File: src/rtl/ccip_mmio_csr_responder_if.sv
// CCI-P MMIO channel bundle between the CCI-P port and the AFU CSR responder.
// Header types use the CCI-P names so the bench and the RTL share one layout.
//
// Signals:
//   C0RxMmioWrValid  MMIO write request valid (port -> AFU)
//   C0RxMmioRdValid  MMIO read request valid (port -> AFU)
//   C0RxMmioHdr      request header: DW index, length code, transaction id
//   C0RxData         write payload, only [63:0] carries MMIO data
//   C2TxHdr          read response header (tid echoes the request)
//   C2TxMmioRdValid  read response valid, one cycle per response
//   C2TxData         read response data
// Modports: master = CCI-P port side, slave = AFU responder side.

typedef struct packed {
  logic [15:0] index;
  logic [1:0]  len;
  logic        rsvd;
  logic [8:0]  tid;
} CfgHdr_t;

typedef struct packed {
  logic [8:0] tid;
} MMIOHdr_t;

interface ccip_mmio_csr_responder_if #(
  parameter int CCIP_DATA_WIDTH        = 512,
  parameter int CCIP_MMIO_RDDATA_WIDTH = 64
);
  logic                              C0RxMmioWrValid;
  logic                              C0RxMmioRdValid;
  CfgHdr_t                           C0RxMmioHdr;
  logic [CCIP_DATA_WIDTH-1:0]        C0RxData;
  MMIOHdr_t                          C2TxHdr;
  logic                              C2TxMmioRdValid;
  logic [CCIP_MMIO_RDDATA_WIDTH-1:0] C2TxData;

  modport master (
    output C0RxMmioWrValid, C0RxMmioRdValid, C0RxMmioHdr, C0RxData,
    input  C2TxHdr, C2TxMmioRdValid, C2TxData
  );

  modport slave (
    input  C0RxMmioWrValid, C0RxMmioRdValid, C0RxMmioHdr, C0RxData,
    output C2TxHdr, C2TxMmioRdValid, C2TxData
  );
endinterface

File: src/rtl/ccip_mmio_csr_responder.sv
// AFU-side CCI-P MMIO responder holding a bank of 64-bit CSRs.
// Writes land one edge after they are sampled; every read that is accepted
// produces exactly one C2 response two edges after it is sampled, illegal
// reads answering with zero data so software never times out.
//
// Ports:
//   clk           CCI-P clock, all logic on posedge
//   SoftReset     synchronous active-high reset
//   mmio          slave side of ccip_mmio_csr_responder_if (C0 Rx in, C2 Tx out)
//   csr_q         flattened CSR contents, CSR k at [64k+63:64k]
//   csr_wr_pulse  bit k pulses for one cycle when a write updates CSR k
//
// Optional feature macro: CCIP_MMIO_STATS_EN
//   defined   -> CSR 1 = {read responses, writes performed}, CSR 2 = error
//                count (saturating 16 bit); both read-only.
//   undefined -> CSR 1 and CSR 2 are plain scratch registers, no counters.

module ccip_mmio_csr_responder #(
  parameter logic [15:0] CSR_BASE  = 16'h0000,
  parameter int          NUM_CSR   = 16,
  parameter logic [63:0] DFH_VALUE = 64'h0
) (
  input  logic                   clk,
  input  logic                   SoftReset,
  ccip_mmio_csr_responder_if.slave mmio,
  output logic [NUM_CSR*64-1:0]  csr_q,
  output logic [NUM_CSR-1:0]     csr_wr_pulse
);

  localparam int          CW   = $clog2(NUM_CSR);
  localparam logic [16:0] SPAN = 17'(2 * NUM_CSR);

  CfgHdr_t       hdr;
  logic [63:0]   wr_payload;
  logic [15:0]   offset;
  logic          in_range, odd, full, access_ok, writable, wr_do, rd_take;
  logic [CW-1:0] csr_num;
  logic          unused_ok;

  assign hdr        = mmio.C0RxMmioHdr;
  assign wr_payload = mmio.C0RxData[63:0];
  assign unused_ok  = &{1'b0, hdr.rsvd, offset, mmio.C0RxData[$bits(mmio.C0RxData)-1:64]};

  // Request decode. CSR_BASE is even, so offset[0] selects the half and
  // offset[CW:1] the CSR. CSR 0 (and the counter CSRs) silently swallow writes.
  always_comb begin
    offset    = hdr.index - CSR_BASE;
    in_range  = (hdr.index >= CSR_BASE) && ({1'b0, offset} < SPAN);
    odd       = offset[0];
    full      = (hdr.len == 2'b01);
    csr_num   = offset[CW:1];
    access_ok = in_range && ((hdr.len == 2'b00) || (full && !odd));
    writable  = (csr_num != '0);
`ifdef CCIP_MMIO_STATS_EN
    if ((csr_num == CW'(1)) || (csr_num == CW'(2))) writable = 1'b0;
`endif
    wr_do   = mmio.C0RxMmioWrValid && access_ok && writable;
    // A simultaneous write wins; the read is dropped without a response.
    rd_take = mmio.C0RxMmioRdValid && !mmio.C0RxMmioWrValid;
  end

  // Stage 1: registered, decoded request.
  logic          s1_wr, s1_rd, s1_rd_ok, s1_rd_odd, s1_rd_full;
  logic [CW-1:0] s1_wr_csr, s1_rd_csr;
  logic [1:0]    s1_wr_mask;
  logic [63:0]   s1_wr_data;
  logic [8:0]    s1_rd_tid;

  always_ff @(posedge clk) begin
    if (SoftReset) begin
      s1_wr      <= 1'b0;
      s1_wr_csr  <= '0;
      s1_wr_mask <= '0;
      s1_wr_data <= '0;
      s1_rd      <= 1'b0;
      s1_rd_ok   <= 1'b0;
      s1_rd_csr  <= '0;
      s1_rd_odd  <= 1'b0;
      s1_rd_full <= 1'b0;
      s1_rd_tid  <= '0;
    end else begin
      s1_wr      <= wr_do;
      s1_wr_csr  <= csr_num;
      s1_wr_mask <= full ? 2'b11 : (odd ? 2'b10 : 2'b01);
      // A 4B payload is replicated so either half can take it from its own lane.
      s1_wr_data <= {(full ? wr_payload[63:32] : wr_payload[31:0]), wr_payload[31:0]};
      s1_rd      <= rd_take;
      s1_rd_ok   <= access_ok;
      s1_rd_csr  <= csr_num;
      s1_rd_odd  <= odd;
      s1_rd_full <= full;
      s1_rd_tid  <= hdr.tid;
    end
  end

  // CSR storage and the visible view (read-only slots overlaid).
  logic [63:0] csr_reg [NUM_CSR];
  logic [63:0] csr_val [NUM_CSR];

`ifdef CCIP_MMIO_STATS_EN
  logic [31:0] rd_count, wr_count;
  logic [15:0] err_count;
  logic [1:0]  err_inc;
  logic [16:0] err_sum;
`endif

  always_comb begin
    for (int k = 0; k < NUM_CSR; k++) csr_val[k] = csr_reg[k];
    csr_val[0] = DFH_VALUE;
`ifdef CCIP_MMIO_STATS_EN
    csr_val[1] = {rd_count, wr_count};
    csr_val[2] = {48'h0, err_count};
`endif
  end

  always_comb begin
    for (int k = 0; k < NUM_CSR; k++) csr_q[64*k +: 64] = csr_val[k];
  end

  // Stage 2 data mux; illegal reads answer zero.
  logic [63:0] rd_sel, rd_data;

  always_comb begin
    rd_sel  = csr_val[s1_rd_csr];
    rd_data = '0;
    if (s1_rd_ok) begin
      if (s1_rd_full)     rd_data = rd_sel;
      else if (s1_rd_odd) rd_data = {32'h0, rd_sel[63:32]};
      else                rd_data = {32'h0, rd_sel[31:0]};
    end
  end

  // The CSR update and the stage-2 capture share an edge, so a read sampled
  // alongside a write sees the old value and the next read sees the new one.
  logic        s2_valid;
  logic [8:0]  s2_tid;
  logic [63:0] s2_data;

  always_ff @(posedge clk) begin
    if (SoftReset) begin
      for (int k = 0; k < NUM_CSR; k++) csr_reg[k] <= '0;
      csr_wr_pulse <= '0;
      s2_valid     <= 1'b0;
      s2_tid       <= '0;
      s2_data      <= '0;
    end else begin
      for (int k = 0; k < NUM_CSR; k++) begin
        csr_wr_pulse[k] <= s1_wr && (s1_wr_csr == CW'(k));
        if (s1_wr && (s1_wr_csr == CW'(k))) begin
          if (s1_wr_mask[0]) csr_reg[k][31:0]  <= s1_wr_data[31:0];
          if (s1_wr_mask[1]) csr_reg[k][63:32] <= s1_wr_data[63:32];
        end
      end
      s2_valid <= s1_rd;
      s2_tid   <= s1_rd ? s1_rd_tid : '0;
      s2_data  <= s1_rd ? rd_data : '0;
    end
  end

  // C2 Tx output register; header and data stay zero between responses.
  always_ff @(posedge clk) begin
    if (SoftReset) begin
      mmio.C2TxMmioRdValid <= 1'b0;
      mmio.C2TxHdr.tid     <= '0;
      mmio.C2TxData        <= '0;
    end else begin
      mmio.C2TxMmioRdValid <= s2_valid;
      mmio.C2TxHdr.tid     <= s2_tid;
      mmio.C2TxData        <= s2_data;
    end
  end

`ifdef CCIP_MMIO_STATS_EN
  // Errors are counted when sampled; a protocol violation with an illegal
  // write counts twice (the collision and the bad write).
  always_comb begin
    err_inc = {1'b0, (mmio.C0RxMmioWrValid && !access_ok)}
            + {1'b0, (mmio.C0RxMmioWrValid && mmio.C0RxMmioRdValid)}
            + {1'b0, (rd_take && !access_ok)};
    err_sum = {1'b0, err_count} + {15'h0, err_inc};
  end

  // Reads count as their response issues, so CSR 1 excludes the read of itself.
  always_ff @(posedge clk) begin
    if (SoftReset) begin
      rd_count  <= '0;
      wr_count  <= '0;
      err_count <= '0;
    end else begin
      rd_count  <= rd_count + {31'h0, s2_valid};
      wr_count  <= wr_count + {31'h0, s1_wr};
      err_count <= err_sum[16] ? 16'hFFFF : err_sum[15:0];
    end
  end
`endif

endmodule

File: src/flat_wrapper.sv
// flat-port wrapper written by rule: the top's interface ports become plain ports
module ccip_mmio_csr_responder_flat 
#(
  parameter logic [15:0] CSR_BASE  = 16'h0000,
  parameter int          NUM_CSR   = 16,
  parameter logic [63:0] DFH_VALUE = 64'h0
)
  (clk, SoftReset, csr_q, csr_wr_pulse, mmio_C0RxMmioWrValid, mmio_C0RxMmioRdValid, mmio_C0RxMmioHdr, mmio_C0RxData, mmio_C2TxHdr, mmio_C2TxMmioRdValid, mmio_C2TxData);
  ccip_mmio_csr_responder_if mmio_i ();
  input  logic clk;
  input  logic SoftReset;
  output logic [NUM_CSR*64-1:0] csr_q;
  output logic [NUM_CSR-1:0] csr_wr_pulse;
  input wire logic [$bits(mmio_i.C0RxMmioWrValid)-1:0] mmio_C0RxMmioWrValid;
  input wire logic [$bits(mmio_i.C0RxMmioRdValid)-1:0] mmio_C0RxMmioRdValid;
  input wire logic [$bits(mmio_i.C0RxMmioHdr)-1:0] mmio_C0RxMmioHdr;
  input wire logic [$bits(mmio_i.C0RxData)-1:0] mmio_C0RxData;
  output wire logic [$bits(mmio_i.C2TxHdr)-1:0] mmio_C2TxHdr;
  output wire logic [$bits(mmio_i.C2TxMmioRdValid)-1:0] mmio_C2TxMmioRdValid;
  output wire logic [$bits(mmio_i.C2TxData)-1:0] mmio_C2TxData;
  assign mmio_i.C0RxMmioWrValid = mmio_C0RxMmioWrValid;
  assign mmio_i.C0RxMmioRdValid = mmio_C0RxMmioRdValid;
  assign mmio_i.C0RxMmioHdr = mmio_C0RxMmioHdr;
  assign mmio_i.C0RxData = mmio_C0RxData;
  assign mmio_C2TxHdr = mmio_i.C2TxHdr;
  assign mmio_C2TxMmioRdValid = mmio_i.C2TxMmioRdValid;
  assign mmio_C2TxData = mmio_i.C2TxData;
  ccip_mmio_csr_responder #(.CSR_BASE(CSR_BASE), .NUM_CSR(NUM_CSR), .DFH_VALUE(DFH_VALUE)) u_core (.clk(clk), .SoftReset(SoftReset), .mmio(mmio_i), .csr_q(csr_q), .csr_wr_pulse(csr_wr_pulse));
endmodule
File: config.mk
export PLATFORM = sky130hd
export DESIGN_NAME = ccip_mmio_csr_responder_flat
export DESIGN_NICKNAME = d
export VERILOG_FILES = /design/src/rtl/ccip_mmio_csr_responder_if.sv /design/src/rtl/ccip_mmio_csr_responder.sv /design/src/flat_wrapper.sv
export SDC_FILE = /design/constraint.sdc
export NUM_CORES = 1
export LEC_CHECK = 0
export ABC_CLOCK_PERIOD_IN_PS = 4850
export BUFFER_PORTS_ARGS = -buffer_cell sky130_fd_sc_hd__buf_4
export CORE_AREA = 2 2 644 646
export DETAILED_ROUTE_END_ITERATION = 8
export DIE_AREA = 0 0 646 648
export PLACE_DENSITY_LB_ADDON = 0.2
export SYNTH_ARGS = -nofsm -noshare
export SYNTH_HDL_FRONTEND = slang
export SYNTH_SLANG_ARGS = --single-unit
File: constraint.sdc
create_clock -name clk -period 4.85 [get_ports clk]
set_clock_uncertainty 0.15 [all_clocks]
set_input_delay 0.97 -clock clk [delete_from_list [all_inputs] [get_ports clk]]
set_output_delay 0.97 -clock clk [all_outputs]
set_load 0.03 [all_outputs]
Word-level counts from Yosys, hierarchy flattened
Memories as Yosys holds them, arrays and structs flattened.
Cells that the tools add are included.
{ "word_totals": {"ff_bits": 248, "ramBits": 1024, "out_inout_bits": 1114, "memories": 1} }
{ "op_classes": {"magnitude_cmp": 3, "eq_ne": 16, "mux": 140, "n_bitwise": 35, "reduce_logical": 30} }
{ "mem_list": {"columns": ["memory", "words", "width", "rd", "rd_ports_with_merged_regs", "write_ports", "line", "rtl"], "rows": [
  ["u_core.csr_reg", 16, 64, 15, 0, 16, "ccip_mmio_csr_responder.sv:97", "logic [63:0] csr_reg [NUM_CSR];"]
]} }
{ "op_table": {"columns": ["cell", "count"], "rows": [
  ["$mux 32", 34],
  ["$bmux 64 s4", 1],
  ["$mux 64", 3],
  ["$mux 1", 100],
  ["$eq 4x4->1 const B", 8],
  ["$or 1x1->1", 32],
  ["$logic_and 1x1->1", 22],
  ["$eq 4x3->1 const B", 4],
  ["$ge 16x1->1 const B", 1],
  ["$lt 16x6->1 const B", 1],
  ["$eq 4x2->1 const B", 2],
  ["$ge 5x5->1 const B", 1],
  ["$not 4->5", 1],
  ["$eq 4x1->1 const B", 1],
  ["$logic_not 4->1", 1],
  ["$mux 2", 2],
  ["$reduce_bool 4->1", 1],
  ["$reduce_or 3->1", 1],
  ["$eq 2x1->1 const B", 1],
  ["$logic_not 1->1", 2],
  ["$logic_not 2->1", 1],
  ["$not 1->1", 2],
  ["$reduce_or 2->1", 1],
  ["$logic_or 1x1->1", 1]
]} }

Depth between registers and ports, before layout
{ "logic_depth": {"depth_word": 6, "ltp_mapped": 8, "mapped_depth_nobuf": 4} }

Worst setup path after synthesis
No wires, ideal clock.
{ "synth_path": {"path_type": "reg-to-reg", "startpoint": "register u_core.s1_wr_csr[3]", "endpoint": "memory u_core.csr_reg[15][32] (netlist: u_core.csr_reg[1][480]), enable pin", "setup_ps": 428, "arrival_time_ps": 2678, "required_time_ps": 4272, "slack_ps": 1594, "stages_incl_launch_ff": 6, "path_buffers": 3, "cell_sequence": "dfxtp_1 > buf_2 > buf_2 > nand2_1 > clkbuf_1 > o21bai_1"} }
{ "synth_rtl": {"columns": ["element", "line", "rtl"], "rows": [
  ["start: declaration", "ccip_mmio_csr_responder.sv:64", "logic [CW-1:0] s1_wr_csr, s1_rd_csr;"],
  ["start signal: assignment", "ccip_mmio_csr_responder.sv:83", "s1_wr_csr <= csr_num;"],
  ["end: declaration", "ccip_mmio_csr_responder.sv:97", null]
]} }

==> results.json <==
{
  "stdcell_count": 9996,
  "globalRouteTotalUtil": 0.1559,
  "antenna_found_initial": 84,
  "crit_path_max_incr_delay_ns": 0.79,
  "core_area_mm2": 0.4119,
  "cts_resized": 0,
  "p_per_area_mw_per_mm2": 411.7,
  "initial_core_util": 0.1157,
  "setup_viol": 0,
  "drive_gt1_frac": 0.4263,
  "globalRouteOverflowTotal": 0,
  "tritoncts": "built",
  "boundaryPins": 1658,
  "slew_headroom": 0.1067,
  "start_kind": "flop",
  "grt_max_degree": 90,
  "drv_slew": 0,
  "htreeDepth": 4,
  "grt_pass1_wl_um": 416700,
  "status": "complete, no violations",
  "rsz0062_at_grt": "false",
  "postCtsSetupBuffers": 0,
  "utilization": 0.1676,
  "cpMostUsedCell": "buf_4",
  "required_ns": 5.44,
  "dp_hpwl_um": 260500,
  "fmax_mhz": 268.4,
  "holdBufCountCts": 0,
  "die_area_mm2": 0.4186,
  "die_h_um": 648,
  "largest_reg_flops": 960,
  "yosysWarnings": 0,
  "endpoint_kind": "flop",
  "wl_per_cell_um": 33.96,
  "cts_buffers": 166,
  "firstDrtPassIters": 5,
  "dp.cells": 9671,
  "clk_path_buf_depth": 4,
  "drt-initial-drc-count": 2467,
  "die_w_um": 646,
  "period_share": 0.7683,
  "switching_share": 0.2893,
  "pwr-share-clk": 0.449,
  "cts_root_buf": "clkbuf_16",
  "nets": 4909,
  "crit_chain": "buf_4 > mux4_2 > mux2i_1 > buf_4 > o32a_1 > o21ai_1",
  "cp.arrival_ns": 4.32,
  "drc": 0,
  "vdd.ir_drop.worst_v": 0.0002944,
  "row_count": 236,
  "avgViaCountPerCell": 3.343,
  "clock-sinks": 1208,
  "syn_area_mm2": 0.04767,
  "clkTransAtPathRegs_ns": 0.06,
  "syn_inst": 3171,
  "synth_seq_cells": 1208,
  "ys_types": 43,
  "detail-route-antenna-nets": 0,
  "setup_tns_ns": 0,
  "hp-class": "input pin to flop",
  "vias": 33418,
  "mostFrequentLayoutCells": "buf_4 (1267), edfxtp_1 (960), nor2_1 (616), dfxtp_1 (244), clkbuf_16 (169)",
  "min_period_ns": 3.726,
  "clk_latency_ns": 0.89,
  "p_leak_uw": 0.02517,
  "max_cap_viol_count": 0,
  "grt_pass1_vias": 34274,
  "slowest_stage": "dfxtp_4",
  "combPwrFrac": 0.127,
  "crit_type": "flop to flop",
  "final_common_cell": "buf_4",
  "synth.avg_cell_area_um2": 15.03,
  "port-buffer-count": 1144,
  "critPathMaxFanout": 29,
  "p_int_uw": 20210,
  "routed_wl_um": 339500,
  "area_growth_pct": 44.87,
  "p_switching_uw": 8225,
  "hold_viol_final": 0,
  "power_frac_seq": 0.424,
  "place.gp.congestion": 0.8009,
  "ys_seq_area_frac": 0.7089,
  "worst_pin_slew_ns": 1.340
}
==> per-stage QoR <==
step / setup WS, ns / total power (uW) / instance area [um2] / hold slack [ns]
after floorplan: 1.594 / 13920 / 47900 / 0.2557
after global placement: 0.9952 / 16010 / 63510 / 0.2771
after detailed placement: 1.004 / 16010 / 63510 / 0.2650
after CTS: 1.034 / 29000 / 68990 / 0.03476
after global routing: 0.9284 / 29370 / 69030 / 0.08206
final: 1.124 / 28430 / 69060 / 0.1590
==> worst paths after layout <==
path | to | depth (start not counted) | start | slack [ns]
worst min-delay path | u_core.s1_wr_data[41]$_SDFF_PP0_ | 2 | mmio_C0RxData[41] | 0.16
worst max register to register | u_core.s2_data[10]$_SDFF_PP0_ | 6 | u_core.s1_wr_csr[0]$_SDFF_PP0_ | 1.12
worst min register to register | u_core.s2_tid[6]$_SDFF_PP0_ | 1 | u_core.s1_rd_tid[6]$_SDFF_PP0_ | 0.27
worst max-delay path | u_core.s2_data[10]$_SDFF_PP0_ | 6 | u_core.s1_wr_csr[0]$_SDFF_PP0_ | 1.12
==> power by group through the flow <==
stage | Sequential [uW] | Combinational (uW) | Clock (uW)
after floorplan | 13000 | 969 | 0
after global placement | 12300 | 3740 | 0
after detailed placement | 12300 | 3730 | 0
after CTS | 12100 | 3730 | 13200
after global routing | 12100 | 3770 | 13500
final | 12100 | 3610 | 12800
==> layer usage <==
layer  GRT usage  vias up  part of all wire
li1            -    13998                 -
met1      0.1780    17571              0.39
met2      0.2772     1486              0.51
met3     0.04551      353             0.074
met4     0.05077       10             0.034
met5           0        -           0.00021
==> critical path, delay by kind of cell, from the launching register on <==
family | cells | cell delay [ns]
mux | 2 | 1.32
buf+inv | 2 | 0.65
compound gates | 2 | 0.62
flops | 1 | 0.79
==> cell families after synthesis <==
logic type,count (synthesis),synth area share
AO/OA/AOI/OAI,287,0.04712
buffers and inverters,395,0.03987
flip-flops,1208,0.7089
multiplexers,320,0.1129
other,1,0.00007867
AND/OR/NAND/NOR,960,0.09106
==> area by class of cell <==
class                   instances  area [um2]
diodes                         25       62.56
multi-input cells            1631       12590
flip-flops and latches       1208       33810
well taps                    5474        6849
clock inverters                88        1020
fillers                     45309      342900
repair buffers               1293       10030
clock buffers                 212        4461
inverters                      65       244.0
==> cells in the mapped netlist <==
cell	number	area, um2
o32a_1	17	170.2
or2_2	2	12.51
mux2i_1	17	170.2
a21oi_1	16	80.08
and2_1	9	56.30
buf_1	1	3.750
and3_1	1	6.260
o22ai_1	64	400.4
buf_2	40	200.2
nand3_1	2	10.01
nand2_1	41	153.9
clkbuf_1	203	762.0
mux4_2	160	3603
nor2b_1	126	788.3
dfxtp_1	248	4965
o211ai_1	47	352.8
and3b_1	1	8.760
conb_1	1	3.750
edfxtp_1	960	28830
nor2_1	617	2316
nor3b_1	1	7.510
or3_1	30	187.7
o21ba_1	17	170.2
o21ai_1	17	85.08
a221oi_1	32	280.3
or4_1	1	7.510
nor3_1	20	100.1
nand4_1	3	18.77
a211oi_1	1	7.510
buf_6	12	135.1
a221o_1	32	320.3
mux2_1	1	11.26
nor4_1	2	12.51
a21o_1	4	30.03
o21bai_1	1	7.510
a31o_2	7	61.31
o22a_1	32	280.3
inv_1	65	244.0
and2b_1	1	7.510
and4_1	1	8.760
nand2b_1	102	638.1
buf_4	74	555.5
mux2_2	142	1599
Note: power is estimated with default switching activity, not from simulation.
